`config.mk`:
```
export PLATFORM = sky130hd
export DESIGN_NAME = mine_neighbor_counter_flat
export DESIGN_NICKNAME = d
export VERILOG_FILES = /design/src/rtl/mine_neighbor_counter_pkg.sv /design/src/rtl/mine_neighbor_counter_if.sv /design/src/rtl/mine_neighbor_counter_cell.sv /design/src/rtl/mine_neighbor_counter.sv /design/src/flat_wrapper.sv
export SDC_FILE = /design/constraint.sdc
export NUM_CORES = 1
export LEC_CHECK = 0
export BUFFER_PORTS_ARGS = -buffer_cell sky130_fd_sc_hd__buf_2
export CAP_MARGIN = 20
export CELL_PAD_IN_SITES_DETAIL_PLACEMENT = 1
export CELL_PAD_IN_SITES_GLOBAL_PLACEMENT = 2
export CORE_UTILIZATION = 29
export CTS_CLUSTER_SIZE = 10
export DETAILED_ROUTE_END_ITERATION = 10
export GPL_ROUTABILITY_DRIVEN = 0
export GPL_TIMING_DRIVEN = 0
export PLACE_DENSITY = 0.83
export SYNTH_ARGS = -nofsm -noshare
export SYNTH_HDL_FRONTEND = slang
export SYNTH_SLANG_ARGS = --single-unit
```
`constraint.sdc`:
```
create_clock -name clk -period 7.5 [get_ports clk]
set_input_delay 1.875 -clock clk [delete_from_list [all_inputs] [get_ports clk]]
set_output_delay 1.875 -clock clk [all_outputs]
set_load 0.01 [all_outputs]
```
`src/rtl/mine_neighbor_counter_pkg.sv`:
```
// Shared Buscaminas definitions: board geometry, bomb marker, cell count type, scan FSM states.
package buscaminas_pkg;

    localparam int          BOARD_N   = 8;
    localparam int          CELLS     = BOARD_N * BOARD_N;
    localparam int          IDX_W     = $clog2(CELLS);
    localparam int          RC_W      = $clog2(BOARD_N);
    localparam logic [3:0]  BOMB_CODE = 4'd9;

    // 0..8 neighbour count, or BOMB_CODE for a bomb cell
    typedef logic [3:0] cell_count_t;

    typedef enum logic [1:0] {
        S_IDLE,
        S_LOAD,
        S_SCAN,
        S_DONE
    } scan_state_t;

endpackage

```
`src/rtl/mine_neighbor_counter_if.sv`:
```
// Request/result bundle between the bomb placer side (master) and the neighbour counter (slave).
interface mine_neighbor_counter_if
    import buscaminas_pkg::*;
#(
    parameter int N = BOARD_N
) ();

    logic                           start;
    logic [N-1:0][N-1:0]            bomb_matrix;
    logic                           busy;
    logic                           done;
    logic                           valid;
    cell_count_t [N-1:0][N-1:0]     count_matrix;
    logic [$clog2(N*N):0]           bomb_total;

    modport master (
        output start, bomb_matrix,
        input  busy, done, valid, count_matrix, bomb_total
    );

    modport slave (
        input  start, bomb_matrix,
        output busy, done, valid, count_matrix, bomb_total
    );

endinterface

```
`src/rtl/mine_neighbor_counter_cell.sv`:
```
// Combinational neighbour count for one cell; neighbours off the board count as empty (no wrap).
module mine_cell_count
    import buscaminas_pkg::*;
#(
    parameter int N    = BOARD_N,
    parameter int RC_N = $clog2(N)
) (
    input  logic [N-1:0][N-1:0] snapshot,
    input  logic [RC_N-1:0]     row,
    input  logic [RC_N-1:0]     col,
    output cell_count_t         count
);

    int r;
    int c;

    // Sum the 8 surrounding cells, masking out coordinates that fall off any edge
    always_comb begin
        count = '0;
        r     = 0;
        c     = 0;
        for (int dr = -1; dr <= 1; dr++) begin
            for (int dc = -1; dc <= 1; dc++) begin
                r = int'(row) + dr;
                c = int'(col) + dc;
                if (!(dr == 0 && dc == 0) && r >= 0 && r < N && c >= 0 && c < N)
                    count = count + cell_count_t'(snapshot[r[RC_N-1:0]][c[RC_N-1:0]]);
            end
        end
    end

endmodule

```
`src/rtl/mine_neighbor_counter.sv`:
```
// Builds the per-cell adjacency map from a snapshotted bomb map, one cell per clock,
// and accumulates the total bomb count alongside.
module mine_neighbor_counter
    import buscaminas_pkg::*;
#(
    parameter int          BOARD_N   = buscaminas_pkg::BOARD_N,
    parameter cell_count_t BOMB_CODE = buscaminas_pkg::BOMB_CODE
) (
    input  logic                    clk,
    input  logic                    reset,
    mine_neighbor_counter_if.slave  bus
);

    localparam int CELLS = BOARD_N * BOARD_N;
    localparam int IDX_W = $clog2(CELLS);
    localparam int RC_W  = $clog2(BOARD_N);

    scan_state_t                        state, state_nxt;
    logic                               busy, done;
    logic                               last_cell;

    logic [IDX_W-1:0]                   idx;
    logic [RC_W-1:0]                    row, col;
    logic [BOARD_N-1:0][BOARD_N-1:0]    snapshot;
    cell_count_t [BOARD_N-1:0][BOARD_N-1:0] count_q;
    logic [IDX_W:0]                     total_q;
    logic                               valid_q;
    cell_count_t                        nb_count;
    cell_count_t                        cell_val;

    // Cell coordinates from the linear scan index (a shift/mask for power-of-two boards)
    assign row       = RC_W'(idx / IDX_W'(BOARD_N));
    assign col       = RC_W'(idx % IDX_W'(BOARD_N));
    assign last_cell = (idx == IDX_W'(CELLS - 1));

    mine_cell_count #(
        .N    (BOARD_N),
        .RC_N (RC_W)
    ) u_cell (
        .snapshot (snapshot),
        .row      (row),
        .col      (col),
        .count    (nb_count)
    );

    assign cell_val = snapshot[row][col] ? BOMB_CODE : nb_count;

    // State register; reset aborts any scan in progress
    always_ff @(posedge clk) begin
        if (!reset)
            state <= S_IDLE;
        else
            state <= state_nxt;
    end

    // Next-state and status outputs
    always_comb begin
        state_nxt = state;
        busy      = 1'b0;
        done      = 1'b0;
        case (state)
            S_IDLE: begin
                if (bus.start)
                    state_nxt = S_LOAD;
            end
            S_LOAD: begin
                busy      = 1'b1;
                state_nxt = S_SCAN;
            end
            S_SCAN: begin
                busy = 1'b1;
                if (last_cell)
                    state_nxt = S_DONE;
            end
            S_DONE: begin
                done      = 1'b1;
                state_nxt = S_IDLE;
            end
            default: state_nxt = S_IDLE;
        endcase
    end

    // Snapshot, per-cell write-back, bomb total and result-valid flag
    always_ff @(posedge clk) begin
        if (!reset) begin
            idx      <= '0;
            snapshot <= '0;
            count_q  <= '0;
            total_q  <= '0;
            valid_q  <= 1'b0;
        end else begin
            case (state)
                S_LOAD: begin
                    snapshot <= bus.bomb_matrix;
                    count_q  <= '0;
                    total_q  <= '0;
                    valid_q  <= 1'b0;
                    idx      <= '0;
                end
                S_SCAN: begin
                    count_q[row][col] <= cell_val;
                    total_q           <= total_q + (IDX_W+1)'(snapshot[row][col]);
                    idx               <= idx + 1'b1;
                    // results are complete once the last cell lands, so valid covers DONE too
                    if (last_cell)
                        valid_q <= 1'b1;
                end
                S_DONE: begin
                    valid_q <= 1'b1;
                    idx     <= '0;
                end
                default: ;
            endcase
        end
    end

    assign bus.busy         = busy;
    assign bus.done         = done;
    assign bus.valid        = valid_q;
    assign bus.count_matrix = count_q;
    assign bus.bomb_total   = total_q;

endmodule

```
`src/flat_wrapper.sv`:
```
// flat-port wrapper written by rule: the top's interface ports become plain ports
module mine_neighbor_counter_flat import buscaminas_pkg::*;
#(
    parameter int          BOARD_N   = buscaminas_pkg::BOARD_N,
    parameter cell_count_t BOMB_CODE = buscaminas_pkg::BOMB_CODE
)
  (clk, reset, bus_start, bus_bomb_matrix, bus_busy, bus_done, bus_valid, bus_count_matrix, bus_bomb_total);
  mine_neighbor_counter_if bus_i ();
  input  logic clk;
  input  logic reset;
  input wire logic [$bits(bus_i.start)-1:0] bus_start;
  input wire logic [$bits(bus_i.bomb_matrix)-1:0] bus_bomb_matrix;
  output wire logic [$bits(bus_i.busy)-1:0] bus_busy;
  output wire logic [$bits(bus_i.done)-1:0] bus_done;
  output wire logic [$bits(bus_i.valid)-1:0] bus_valid;
  output wire logic [$bits(bus_i.count_matrix)-1:0] bus_count_matrix;
  output wire logic [$bits(bus_i.bomb_total)-1:0] bus_bomb_total;
  assign bus_i.start = bus_start;
  assign bus_i.bomb_matrix = bus_bomb_matrix;
  assign bus_busy = bus_i.busy;
  assign bus_done = bus_i.done;
  assign bus_valid = bus_i.valid;
  assign bus_count_matrix = bus_i.count_matrix;
  assign bus_bomb_total = bus_i.bomb_total;
  mine_neighbor_counter #(.BOARD_N(BOARD_N), .BOMB_CODE(BOMB_CODE)) u_core (.clk(clk), .reset(reset), .bus(bus_i));
endmodule
```
# [After elaboration in Yosys (flattened, before gate mapping)]
# Index checks and enable logic that the tools add are counted.
[op_classes] n_reduce_logical=29 n_addsub=13 n_eq_ne=6 muxes=48 n_lt_le_gt_ge=20
[op_table] op="one-hot mux 256 bit (2 select lines)" count=1
[op_table] op="bitwise mux 256 bit" count=1
[op_table] op="demux 32 bit (select 3 bit)" count=1
[op_table] op="binary-select mux 8 bit (select 3 bit)" count=3
[op_table] op="2-to-1 mux 4 bit" count=9
[op_table] op="greater-or-equal comparator 32 x 1 -> 1 bit (second input constant)" count=1
[op_table] op="< comparator 3 x 4 -> 1 bit (second input constant)" count=8
[op_table] op="< comparator 32 x 5 -> 1 bit (second input constant)" count=1
[op_table] op="2-to-1 mux 32 bit" count=1
[op_table] op="binary-select mux 1 bit (select 3 bit)" count=9
[op_table] op="adder 4 x 1 -> 4 bit" count=6
[op_table] op="2-to-1 mux 8 bit" count=3
[op_table] op="logical AND 1 bit" count=21
[op_table] op="one-hot mux 7 bit (2 select lines)" count=1
[op_table] op="2-to-1 mux 1 bit" count=13
[op_table] op="demux 4 bit (select 3 bit)" count=1
[op_table] op="greater-or-equal comparator 3 x 1 -> 1 bit (second input constant)" count=4
[op_table] op="one-hot mux 6 bit (2 select lines)" count=1
[op_table] op="adder 4 x 1 -> 5 bit (second input constant)" count=2
[op_table] op="adder 3 x 1 -> 4 bit (second input constant)" count=2
[op_table] op="greater-or-equal comparator 4 x 1 -> 1 bit (second input constant)" count=2
[op_table] op="< comparator 4 bit (second input constant)" count=2
[op_table] op="one-hot mux 2 bit (4 select lines)" count=1
[op_table] op="adder 7 x 1 -> 7 bit" count=1
[op_table] op="16 further kinds" count=21
[word_totals] word_cells=192 ff_bits=336

# [Logic depth before layout (Yosys ltp)]
[depth] ltp_word=23 depth_mapped=38 mapped_depth_nobuf=33

# [Modules after synthesis]
# A second synthesis with hierarchy kept.
[unflattened] hier_cells=1552 area_unflattened_um2=14949.3
[modules_own_cells] mod="mine_neighbor_counter" cells_per_inst=1306 area_per_inst_um2=12311.8 seq_area_each_um2=6726.5 instances=1
[modules_own_cells] mod="mine_cell_count" cells_per_inst=246 area_per_inst_um2=2637.5 seq_area_each_um2=0.0 instances=1

# [Least setup slack after synthesis]
# No wires, ideal clock.
[synth_timing] path_type="register -> register" from="register u_core.idx[4]" to="register u_core.count_q, in the netlist u_core.bus.count_matrix[187]" synth_period_minus_slack_ns=7.651 n_path_buf=4 stages_incl_launch_ff=37 setup_slack_ns=-0.151 required_time_ns=7.355 arrival_ns=7.506 setup_ns=0.145 cell_sequence="dfxtp_1 buf_2 buf_6 clkinv_1 ha_1 ha_1 buf_1 mux4_2 nor2_1 a21oi_1 mux4_2 and3_1 ha_1 and3_1 ha_1 ha_1 mux2i_1 nor3_1 ha_1 mux2_2 ha_1 nor2_1 a21o_1 inv_1 ha_1 nand2_1 o21ai_0 ha_1 nor3b_1 nand3_1 a31oi_1 nor3_1 nor3b_2 xnor2_1 mux2i_4 buf_2 a41oi_1"
[synth_between] elab_chain_cells=23
[synth_lines] element="from (decl)" line="mine_neighbor_counter.sv:22" source="logic [IDX_W-1:0] idx;"
[synth_lines] element="from (signal assigned)" line="mine_neighbor_counter.sv:103" source="idx <= idx + 1'b1;"
[synth_lines] element="adder 4 x 1 -> 5 bit" line="mine_neighbor_counter_cell.sv:24" source="r = int'(row) + dr;"
[synth_lines] element="greater-or-equal comparator 32 x 1 -> 1 bit, or another cell as far along" line="mine_neighbor_counter_cell.sv:26" source="if (!(dr == 0 && dc == 0) && r >= 0 && r < N && c >= 0 && c < N)"
[synth_lines] element="logical AND 1 bit or 2-to-1 mux 8 bit (tied branches)" line="mine_neighbor_counter_cell.sv:26, mine_neighbor_counter_cell.sv:27"
[synth_lines] element="logical AND 1 bit or binary-select mux 1 bit (select 3 bit) (tied branches)" line="mine_neighbor_counter_cell.sv:26, mine_neighbor_counter_cell.sv:27"
[synth_lines] element="logical AND 1 bit or 2-to-1 mux 1 bit (tied branches)" line="mine_neighbor_counter_cell.sv:26, mine_neighbor_counter_cell.sv:27"
[synth_lines] element="2-to-1 mux 1 bit" line="mine_neighbor_counter_cell.sv:26"
[synth_lines] element="adder 1 x 1 -> 2 bit" line="mine_neighbor_counter_cell.sv:27" source="count = count + cell_count_t'(snapshot[r[RC_N-1:0]][c[RC_N-1:0]]);"
[synth_lines] element="2-to-1 mux 4 bit" line="mine_neighbor_counter_cell.sv:26"
[synth_lines] element="(+7 left out)"
[synth_lines] element="2-to-1 mux 4 bit" line="mine_neighbor_counter_cell.sv:26"
[synth_lines] element="adder 4 x 1 -> 4 bit" line="mine_neighbor_counter_cell.sv:27"
[synth_lines] element="2-to-1 mux 4 bit" line="mine_neighbor_counter_cell.sv:26"
[synth_lines] element="adder 4 x 1 -> 4 bit" line="mine_neighbor_counter_cell.sv:27"
[synth_lines] element="2-to-1 mux 4 bit" line="mine_neighbor_counter_cell.sv:26"
[synth_lines] element="2-to-1 mux 4 bit" line="mine_neighbor_counter.sv:46" source="assign cell_val = snapshot[row][col] ? BOMB_CODE : nb_count;"
[synth_lines] element="bitwise mux 256 bit (*)" line="mine_neighbor_counter.sv:101" source="count_q[row][col] <= cell_val;"
[synth_lines] element="one-hot mux 256 bit (2 select lines) (*)" line="mine_neighbor_counter.sv:92" source="case (state)"
[synth_lines] element="to (signal, indexed assignment)" line="mine_neighbor_counter.sv:101"
[synth_lines] element="to (decl)" line="mine_neighbor_counter.sv:25" source="cell_count_t [BOARD_N-1:0][BOARD_N-1:0] count_q;"
# Mark *: on every way between the ends. The rest lies on a longest branch, timed or not. The select of a mux whose other input is x is not followed.
# A chain may end at the register's enable or synchronous reset.

# [Worst setup path in the final report]
[layout_timing] from="register u_core.idx[4]" to="register u_core.count_q, in the netlist u_core.bus.count_matrix[95]"
# Same word-level chain as after synthesis.

==> impl_metrics.csv <==
group,metric,value,unit
grt,grt_overflow,0,
final_layout,num_antenna_cells,0,
placed_design,numPortBuffers,331,
worst_setup_path,required,7960,ps
worst_setup_path,slowest_delay,560,ps
die,row_count,85,
grt,grt_pass1_vias,16584,
grt,grt_antenna_before_repair,1,
pwr,peakVddDrop,0.199,mV
timing,max_slew_margin,21.6,%
final_layout,final_cell_mix,"nand2_1, buf_2, dfxtp_1",
route,vias,16150,
timing,setup-tns-final,0,ps
synth,synthCells,1859,
placed_design,dpl_worst_slack,-1350,ps
worst_setup_path,crit_path_frequent_cell,"ha_4",
outcome,outcome,"completed",
final_layout,utilization,37.5,%
clocking,cts_tree,"yes",
timing,finalWorstSetupSlack,155,ps
pwr,cellLeakagePower,8.01,nW
worst_setup_path,end_kind,"flop",
timing,post-route-min-period,7340,ps
worst_setup_path,cp.arrival,7810,ps
timing,setup_viol,0,
final_layout,area_growth,27.8,%
timing,drv_slew,0,
synth,syn_area_per_cell,8.48,µm²
worst_setup_path,critPathKind,"reg -> reg",
timing,fmax,136,MHz
grt,track_usage,25.5,%
synth,ys_warn_count,0,
timing,skew,19.5,ps
route,drcViolationCount,0,
worst_setup_path,regToRegStartpoint,"u_core.idx[4]",
route,drt_iter0_drc,1109,
flow_run,maxCapViolations,0,
timing,worstMarginPinSlew,1170,ps
final_layout,layout.nets,2352,
worst_setup_path,path_max_fanout,10,
route,firstDrtPassIters,5,
final_layout,fillers,6379,
worst_setup_path,critPathLaunch,"u_core.idx[4]",
die,start_util,29.3,%
clocking,clk_latency,570,ps
clocking,numCtsBuffers,41,
synth,synth_area,0.0158,mm²
synth,ys_types,64,
synth,syn_nets,1953,
placed_design,dp_hpwl,54.5,mm
clocking,clk_path_buf_depth,3,
synth,synthArstFlopShare,0,%
hold_path,min_from,"u_core.bus.count_matrix[88]",
synth,synth_edf_count,0,
grt,grt_pass1_wl,107,mm
worst_setup_path,cp_slowest_cell,"mux4_2",
placed_design,placed_cell_area,0.0184,mm²
route,ant_nets,0,
hold_path,min_path_type,"reg -> reg",
die,ios,333,
final_layout,layout_commonest_cell,"nand2_1",
worst_setup_path,critical_path.startpoint_type,"flop",
die,chipWidth,235,µm
synth,ys_seq_area_share,42.7,%
timing,hold_viol_final,0,
clocking,root_buffer,"clkbuf_16",
clocking,cts_sinks,336,
timing,fin_crit_sh,97.9,%
synth,ys_ff_latch,336,
die,core,0.0537,mm²
die,die_h,235,µm
final_layout,drive_gt1_share,25.5,%
grt,grt_max_degree,20,
pwr,power_density,283,mW/mm²
synth,synthFlopType,"dfxtp_1",
clocking,htreeDepth,2,
route,wirelength,72.3,mm
route,wire_per_inst,24.4,µm
clocking,clkTransAtPathRegs,50,ps
final_layout,finalInstanceArea,0.0201,mm²
route,viasPerCell,5.45,
pwr,fin_total_pwr,5.70,mW
die,die-area,0.0553,mm²
worst max-delay path: cells and delay by family (launching register included):
kind	cells	cell delay, ps
AOI/OAI and AO/OA	6	940
xor gates and xnor gates	1	160
adders and majority gates	9	2130
buffers and inverters	8	910
DFF	1	330
muxes	5	1510
and+or+nand+nor	8	1250
cell families (layout without fill, tap and decap cells):
logic type	count (synthesis)	in the layout	synth area share (%)
buffers and inverters	158	569	4.63
xor gates and xnor gates	15	15	0.921
AOI/OAI and AO/OA	353	353	14.6
muxes	155	155	12.5
and+or+nand+nor	815	815	22.5
DFF	336	336	42.7
adders and majority gates	27	27	2.14
Yosys cell counts, types with 4 or more instances:
| cell type | number | area, µm² |
|---|---|---|
| nor2b_1 | 5 | 31.3 |
| o21ai_1 | 24 | 120 |
| a311oi_2 | 11 | 165 |
| nand4_1 | 4 | 25.0 |
| a31oi_1 | 6 | 37.5 |
| o21ai_0 | 72 | 360 |
| nor3_1 | 17 | 85.1 |
| buf_1 | 10 | 37.5 |
| xor2_1 | 7 | 61.3 |
| and3_1 | 9 | 56.3 |
| mux4_2 | 25 | 563 |
| a21boi_0 | 49 | 368 |
| and2_1 | 10 | 62.6 |
| a41oi_1 | 49 | 429 |
| clkbuf_1 | 84 | 315 |
| ha_1 | 27 | 338 |
| inv_1 | 9 | 33.8 |
| mux4_1 | 5 | 131 |
| buf_2 | 27 | 135 |
| a21oi_1 | 112 | 561 |
| buf_6 | 7 | 78.8 |
| a22oi_1 | 4 | 30.0 |
| dfxtp_1 | 336 | 6730 |
| mux2_2 | 13 | 146 |
| nand3_1 | 209 | 1050 |
| nor2_1 | 165 | 619 |
| inv_2 | 4 | 15.0 |
| nand2b_1 | 5 | 31.3 |
| buf_4 | 13 | 97.6 |
| xnor2_1 | 7 | 61.3 |
| nand2_1 | 367 | 1380 |
| mux2i_1 | 111 | 1110 |
| or3_1 | 4 | 25.0 |
per-stage QoR:
stage	hold slack, ps	cells
floorplan	472	1859
global placement	450	2886
detailed placement	453	2892
CTS	462	2960
global route	482	2966
finish	459	2966
worst paths after layout:
check | cells past startpoint | endpoint | slack (ps)
max | 37 | u_core.bus.count_matrix[95] | 160
min | 2 | u_core.bus.count_matrix[88] | 460
max reg2reg | 37 | u_core.bus.count_matrix[95] | 160
min reg2reg | 2 | u_core.bus.count_matrix[88] | 460
per-layer routing:
layer	up-vias	wire, µm	global-route usage [%]
met5	-	0	0
met4	0	2760	9.61
met3	130	4370	4.95
met2	582	33900	42.8
met1	8075	31200	32.3
li1	7363	-	-
repair_timing:
item                                    in CTS  in global routing
hold buffers                                 0                  0
setup buffers                               15                  7
endpoints found under the hold margin        0                  0
pin swaps                                   15                 16
resized for setup                           52                 62
endpoints found under the setup margin     255                243
cloned                                       0                  1
layout make-up:
cell class / count / area (µm²) / area share, %
flip-flops and latches: 336 / 6730 / 33.4
repair buffers: 360 / 1940 / 9.62
clock inverters: 5 / 35.0 / 0.174
plain buffers: 138 / 764 / 3.80
inverters: 16 / 76.3 / 0.379
clock buffers: 50 / 1100 / 5.46
well taps: 696 / 871 / 4.32
multi-input cells: 1365 / 8620 / 42.8
flip-flops by register name, indices dropped and copies added, names as in the netlist:
name / cells
u_core.bus.count_matrix: 256
u_core.snapshot: 64
u_core.bus.bomb_total: 7
u_core.idx: 6
u_core.state: 2
u_core.bus.valid: 1
report_power, final:
group,switching (mW),internal (mW),leakage [nW],total [mW]
clock network,0.775,1.02,0.557,1.79
registers,0.113,1.88,2.71,2.00
logic,1.34,0.574,4.74,1.91
total,2.23,3.48,8.01,5.70
No activity file was read; power rests on OpenSTA's default activity.
